$ cat src/rtl/fifo_pkg.sv
// Shared constants for the FIFO: default geometry and the occupancy-count width.
package fifo_pkg;
  localparam int DATA_W_DEF = 14;
  localparam int ADDR_W_DEF = 4;
  localparam int CNT_W_DEF  = ADDR_W_DEF + 1;

  // Count must hold 0..2**addr_w inclusive, hence one extra bit.
  function automatic int cnt_w(input int addr_w);
    return addr_w + 1;
  endfunction
endpackage

$ cat src/rtl/fifo_ram.sv
// Simple dual-port RAM: synchronous write port, registered read port with
// write-first bypass so a same-address write is visible on the read register.
module fifo_ram
  import fifo_pkg::*;
#(
  parameter int DATA_W = DATA_W_DEF,
  parameter int ADDR_W = ADDR_W_DEF
) (
  input  logic              clk,
  input  logic              rst,
  input  logic              we,
  input  logic [ADDR_W-1:0] waddr,
  input  logic [DATA_W-1:0] wdata,
  input  logic              re,
  input  logic [ADDR_W-1:0] raddr,
  output logic [DATA_W-1:0] rdata
);
  logic [DATA_W-1:0] mem [2**ADDR_W];

  always_ff @(posedge clk) begin
    if (we) mem[waddr] <= wdata;
  end

  always_ff @(posedge clk or posedge rst) begin
    if (rst) begin
      rdata <= '0;
    end else if (re) begin
      rdata <= (we && (waddr == raddr)) ? wdata : mem[raddr];
    end
  end
endmodule

$ cat src/rtl/fifo_generator.sv
// Synchronous FIFO: pointer, count and flag logic around fifo_ram.
// Define FIFO_FWFT_EN for first-word-fall-through output; default is standard mode.
module fifo_generator
  import fifo_pkg::*;
#(
  parameter int DATA_W = DATA_W_DEF,
  parameter int ADDR_W = ADDR_W_DEF
) (
  input  logic              clk,
  input  logic              rst,
  input  logic [DATA_W-1:0] din,
  input  logic              wr_en,
  input  logic              rd_en,
  output logic [DATA_W-1:0] dout,
  output logic              full,
  output logic              empty,
  output logic [ADDR_W:0]   data_count,
  output logic              overflow,
  output logic              underflow
);
  localparam int CNT_W = cnt_w(ADDR_W);
  localparam logic [CNT_W-1:0] DEPTH = CNT_W'(2**ADDR_W);

  logic [ADDR_W-1:0] wr_ptr;
  logic [ADDR_W-1:0] rd_ptr;
  logic [ADDR_W-1:0] ram_raddr;
  logic              ram_re;
  logic              wr_acc;
  logic              rd_acc;
  logic [CNT_W-1:0]  count_next;

  assign wr_acc = wr_en & ~full;
  assign rd_acc = rd_en & ~empty;

  always_comb begin
    count_next = data_count;
    if (wr_acc && !rd_acc) begin
      count_next = data_count + CNT_W'(1);
    end else if (rd_acc && !wr_acc) begin
      count_next = data_count - CNT_W'(1);
    end
  end

  always_ff @(posedge clk or posedge rst) begin
    if (rst) begin
      wr_ptr     <= '0;
      rd_ptr     <= '0;
      data_count <= '0;
      empty      <= 1'b1;
      full       <= 1'b0;
      overflow   <= 1'b0;
      underflow  <= 1'b0;
    end else begin
      if (wr_acc) wr_ptr <= wr_ptr + ADDR_W'(1);
      if (rd_acc) rd_ptr <= rd_ptr + ADDR_W'(1);
      data_count <= count_next;
      empty      <= (count_next == '0);
      full       <= (count_next == DEPTH);
      overflow   <= wr_en & full;
      underflow  <= rd_en & empty;
    end
  end

`ifdef FIFO_FWFT_EN
  // Read register always tracks the head: prefetch the next slot when popping.
  assign ram_re    = 1'b1;
  assign ram_raddr = rd_acc ? rd_ptr + ADDR_W'(1) : rd_ptr;
`else
  assign ram_re    = rd_acc;
  assign ram_raddr = rd_ptr;
`endif

  fifo_ram #(
    .DATA_W(DATA_W),
    .ADDR_W(ADDR_W)
  ) u_ram (
    .clk  (clk),
    .rst  (rst),
    .we   (wr_acc),
    .waddr(wr_ptr),
    .wdata(din),
    .re   (ram_re),
    .raddr(ram_raddr),
    .rdata(dout)
  );
endmodule

$ cat config.mk
export PLATFORM = sky130hd
export DESIGN_NAME = fifo_generator
export DESIGN_NICKNAME = d
export VERILOG_FILES = /design/src/rtl/fifo_pkg.sv /design/src/rtl/fifo_ram.sv /design/src/rtl/fifo_generator.sv
export SDC_FILE = /design/constraint.sdc
export NUM_CORES = 1
export LEC_CHECK = 0
export ABC_AREA = 1
export BUFFER_PORTS_ARGS = -buffer_cell sky130_fd_sc_hd__buf_2
export CAP_MARGIN = 30
export CORE_MARGIN = 4
export CORE_UTILIZATION = 35
export DETAILED_ROUTE_END_ITERATION = 10
export GPL_ROUTABILITY_DRIVEN = 1
export PLACE_DENSITY = 0.52
export SLEW_MARGIN = 20
export SYNTH_ARGS = -nofsm -noshare
export SYNTH_HDL_FRONTEND = slang
export SYNTH_HIERARCHICAL = 1
export SYNTH_SLANG_ARGS = --single-unit
$ cat constraint.sdc
create_clock -name clk -period 2.14 [get_ports clk]
set_input_delay 0 -clock clk [delete_from_list [all_inputs] [get_ports clk]]
set_output_delay 0 -clock clk [all_outputs]
set_load 0.01 [all_outputs]
Word-level counts from Yosys, hierarchy flattened --
Memory sizes are Yosys's and may differ from the RTL's. A register that Yosys moved wholly into a read port is not among the register bits. Index checks and enable logic that the tools add are counted.
Storage, ports and cells: flip-flop bits (word level) 17, memory bits (writable) 224, bits of input ports 18, logic and storage cells 28, memories 1
Memory list:
- u_ram.mem | words 16, width 14, rd ports 1, clocked after memory_dff 1, write ports 1, RTL line fifo_ram.sv:18 | logic [DATA_W-1:0] mem [2**ADDR_W];
Cells by class: add/sub/neg operators 4, equality and inequality tests 1, multiplexer cells 4, bitwise operators 6, reductions and logical operators 5
Operator list (number):
- two-way mux 5 bit | 2
- adder 4 x 1 -> 4 bit (second input constant) | 2
- adder 5 x 1 -> 5 bit (second input constant) | 1
- equality test 5 bit (second input constant) | 1
- logical NOT 5 bit | 1
- subtractor 5 x 1 -> 5 bit (second input constant) | 1
- AND 1 bit | 4
- logical AND 1 bit | 2
- logical NOT 1 bit | 2
- two-way mux 1 bit | 2
- inverter 1 bit | 2

Depth between registers and ports, before layout --
depth after elaboration 7, depth in mapped cells 12, gate-level depth less buffers 10

Hierarchy --
Netlist, hierarchy kept.
By module, submodules not included:
- fifo_ram | instances 1, cells an instance 1003, area each 10309.9 um^2
- fifo_generator | instances 1, cells an instance 108, area each 937.1 um^2

Worst setup path after synthesis --
No wires, ideal clock.
path kind register to register, start point reg full, end point mem u_ram/mem[12][0] (netlist name) (enable), library setup time 384 ps, arrival time 1488 ps, data required time 1756 ps, setup slack 267 ps, cell stages (with the launch flop) 4, buffers on the path 0, path through dfrtp_1 nor2_8 nand3_1 nor2_1
Between the ends: word-level cells in the longest chain between the ends 4
Ends and longest elaborated chain:
- start: declaration | RTL line fifo_generator.sv:15 | output logic full,
- start signal: assignment | RTL line fifo_generator.sv:58 | full <= (count_next == DEPTH);
- inverter 1 bit | RTL line fifo_generator.sv:32 | assign wr_acc = wr_en & ~full;
- AND 1 bit | RTL line fifo_generator.sv:32
- via wr_acc | RTL line fifo_generator.sv:28 | logic wr_acc;
- two-way mux 1 bit | RTL line fifo_ram.sv:21 | if (we) mem[waddr] <= wdata;
- two-way mux 1 bit (implied by the code) | RTL line fifo_ram.sv:21
- end: declaration | RTL line fifo_ram.sv:18
The timed path passes the listed nets, and every way through them passes these cells.

==> metrics.yaml <==
run_status:
  status: "complete, no violations"
setup_path:
  arrival_ps: 2360
  required_ps: 2570
  cp_cell_sequence: "buf_12 -> o21ai_1 -> nor2_1 -> nand3_4 -> nor2_1 -> nor2_1 -> nand2_1 -> nand2_1"
  crit_path_frequent_cell: "nor2_1"
  critPathMaxFanout: 74
  cp-start-kind: "flop"
  worstSetupPathType: "reg2reg"
  end_kind: "flop"
  max_stage_delay_ps: 440
  slowest_stage: "dfrtp_4"
routing:
  first_iter_violations: 548
  wl_per_cell_um: 18.06
  vias: 7712
  viasPerCell: 4.778
  ant_nets: 0
  drt-pass1-iter-count: 5
  drcViolationCount: 0
  wl_mm: 29.15
place:
  gp_congestion: 0.8165
  hpwl_mm: 17.62
  io_buffers: 40
timing:
  hold_violations: 0
  holdWs_ps: 130.0
  fin_crit_sh_pct: 90.51
  slew_headroom_pct: 43.68
  period_needed_ps: 1937
  report.final.slew_viol_count: 0
  skew_ps: 9.637
  grt_setup_unrepaired: "false"
  setup_violations: 0
  fmaxAchievable_mhz: 516.3
  setup_tns_ps: 0
  tightest_slew_ps: 843.9
grt:
  grt_util_all_layers_pct: 16.58
  grt_max_degree: 75
  grt_pass1_vias: 7627
  overflow: 0
  grt_first_pass_wirelength_mm: 45.67
  antenna_found_initial: 0
logic_synthesis:
  synth.avg_cell_area_um2: 10.12
  syn_nets: 1133
  synth.distinct_cells: 29
  netlist_instances: 1111
  synth_top_area_share_pct: 59.81
  ys_top_cells_by_area: "edfxtp_1 60%, nand2_1 14%, nand3_1 7.3%, dfrtp_1 6.7%, inv_1 4.2%"
  ys_ff_latch: 255
  synth-seq-area-share_pct: 66.71
  yosys_warnings: 6
  synth_top_area_cell: "edfxtp_1"
  synthesis.area_um2: 11250
clock_network:
  numCtsBuffers: 28
  clk_pin_slew_ps: 60
  cts_resized: 0
  clk_latency_ps: 530
  clock_path_buffers: 3
  cts_tree: "yes"
  htree_levels: 1
  clkSinkCount: 255
  cts_root_buffer: "clkbuf_16"
  cts_setup_buffers: 0
  holdBufCountCts: 17
flow_run:
  drv_cap: 0
hold_path:
  hold_class: "in2async"
power:
  internal-power_mw: 10.68
  leakage_nw: 5.675
  p_switching_mw: 6.528
  powerDensity_nw_per_um2: 1313
  ir_drop_mv: 0.7071
  p_clk_share_pct: 26.0
  swShare_pct: 37.95
  seqPwrFrac_pct: 38.0
  p_total_mw: 17.20
  pwr-share-comb_pct: 36.0
layout:
  drive_above_1_share_pct: 13.70
  final_nets: 1212
  n_antenna_cell: 0
  area_growth_pct: 16.46
die:
  die_w_um: 187.3
  io_pins: 41
  core_um2: 31640
  die_h_um: 187.3
  row_count: 65
  die-area_um2: 35070
  initial_utilization_pct: 35.55
-- sequential cells by signal (all words and copies together), names as in the netlist --
register,count
wr_ptr,4
u_ram/rdata,14
data_count,5
full,1
u_ram/mem,224
empty,1
overflow,1
underflow,1
ram_raddr,4
-- Yosys cell counts, drive strengths merged --
master    n
edfxtp  224
nand2   425
buf      47
clkinv    1
nand3   168
xor2      3
a21boi    1
nor2     59
dfstp     1
nand3b    3
dfrtp    30
inv     134
ha        4
clkbuf    3
o21ai     3
xnor2     5
-- through the flow --
step | utilization, % | instance area, µm² | setup slack (ps) | cells
finish | 41.40 | 13100 | 203.1 | 1614
global route | 41.40 | 13100 | 20.11 | 1614
CTS | 41.40 | 13100 | 175.2 | 1614
detailed placement | 38.16 | 12070 | 184.8 | 1545
global placement | 38.16 | 12070 | 240.2 | 1545
floorplan | - | 11250 | 267.5 | 1111
-- path summary, 6_finish.rpt --
check                      depth (start not counted)                       start                          to  slack, ps
hold reg to reg                                    2  u_ram/rdata[0]$_DFFE_PP0P_  u_ram/rdata[0]$_DFFE_PP0P_        480
hold / removal                                     3                         rst     data_count[3]$_DFF_PP0_        130
min in group clk                                   4                       rd_en         underflow$_DFF_PP0_        240
setup / recovery                                   8    ram_raddr[0]$_DFFE_PP0P_  u_ram/rdata[3]$_DFFE_PP0P_        200
setup reg to reg                                   8    ram_raddr[0]$_DFFE_PP0P_  u_ram/rdata[3]$_DFFE_PP0P_        200
max in group asynchronous                          3                         rst  u_ram/rdata[0]$_DFFE_PP0P_       1410
-- power by group through the flow --
stage / registers, mW / clock network (mW) / logic (mW)
floorplan: 6.62 / 0 / 4.15
finish: 6.54 / 4.48 / 6.19
CTS: 6.55 / 4.60 / 6.26
global placement: 6.64 / 0 / 6.19
detailed placement: 6.65 / 0 / 6.21
global route: 6.62 / 4.80 / 6.96
-- layer usage --
metal	GRT usage, %	vias up	wire (µm)
li1	-	3760	-
met1	23.65	3736	13560
met2	26.69	170	13520
met3	2.314	46	1275
met4	4.608	0	789
met5	0	-	0
-- worst max-delay path, delay by kind of cell (launching register included) --
kind | cells | cell delay [ps]
AOI/OAI and AO/OA | 1 | 120
DFF | 1 | 440
buffers and inverters | 1 | 310
and+or+nand+nor | 6 | 940
-- area by class of cell --
| type | instances | area [µm²] |
|---|---|---|
| Fill cell | 3078 | 18540 |
| Sequential cell | 255 | 7508 |
| Multi-Input combinational cell | 671 | 2962 |
| Timing Repair Buffer | 99 | 760.7 |
| Clock buffer | 33 | 740.7 |
| Inverter | 135 | 509.2 |
| Tap cell | 402 | 503.0 |
| Clock inverter | 19 | 115.1 |
-- layout by cell type (no fill, tap or decap), types with 4 or more instances in the layout --
master	instances
clkbuf_16	29
nor2_1	38
inv_1	127
dlygate4sd3_1	17
dfrtp_1	28
edfxtp_1	224
xnor2_1	4
clkbuf_1	4
buf_2	40
nand2_1	418
nor2_2	18
ha_1	4
buf_12	6
clkinv_2	10
nand3_1	164
nand2_2	5
inv_2	6
buf_4	36
clkinv_1	8
-- logic make-up after synthesis --
group,Yosys count,share of synthesized area (%)
AND/OR/NAND/NOR,655,24.64
flip-flops,255,66.71
buffers and inverters,185,7.309
XOR/XNOR,8,0.6898
AO/OA/AOI/OAI,4,0.2002
adder cells (fa/ha/maj),4,0.4450
(Power assumes the default switching activity.)
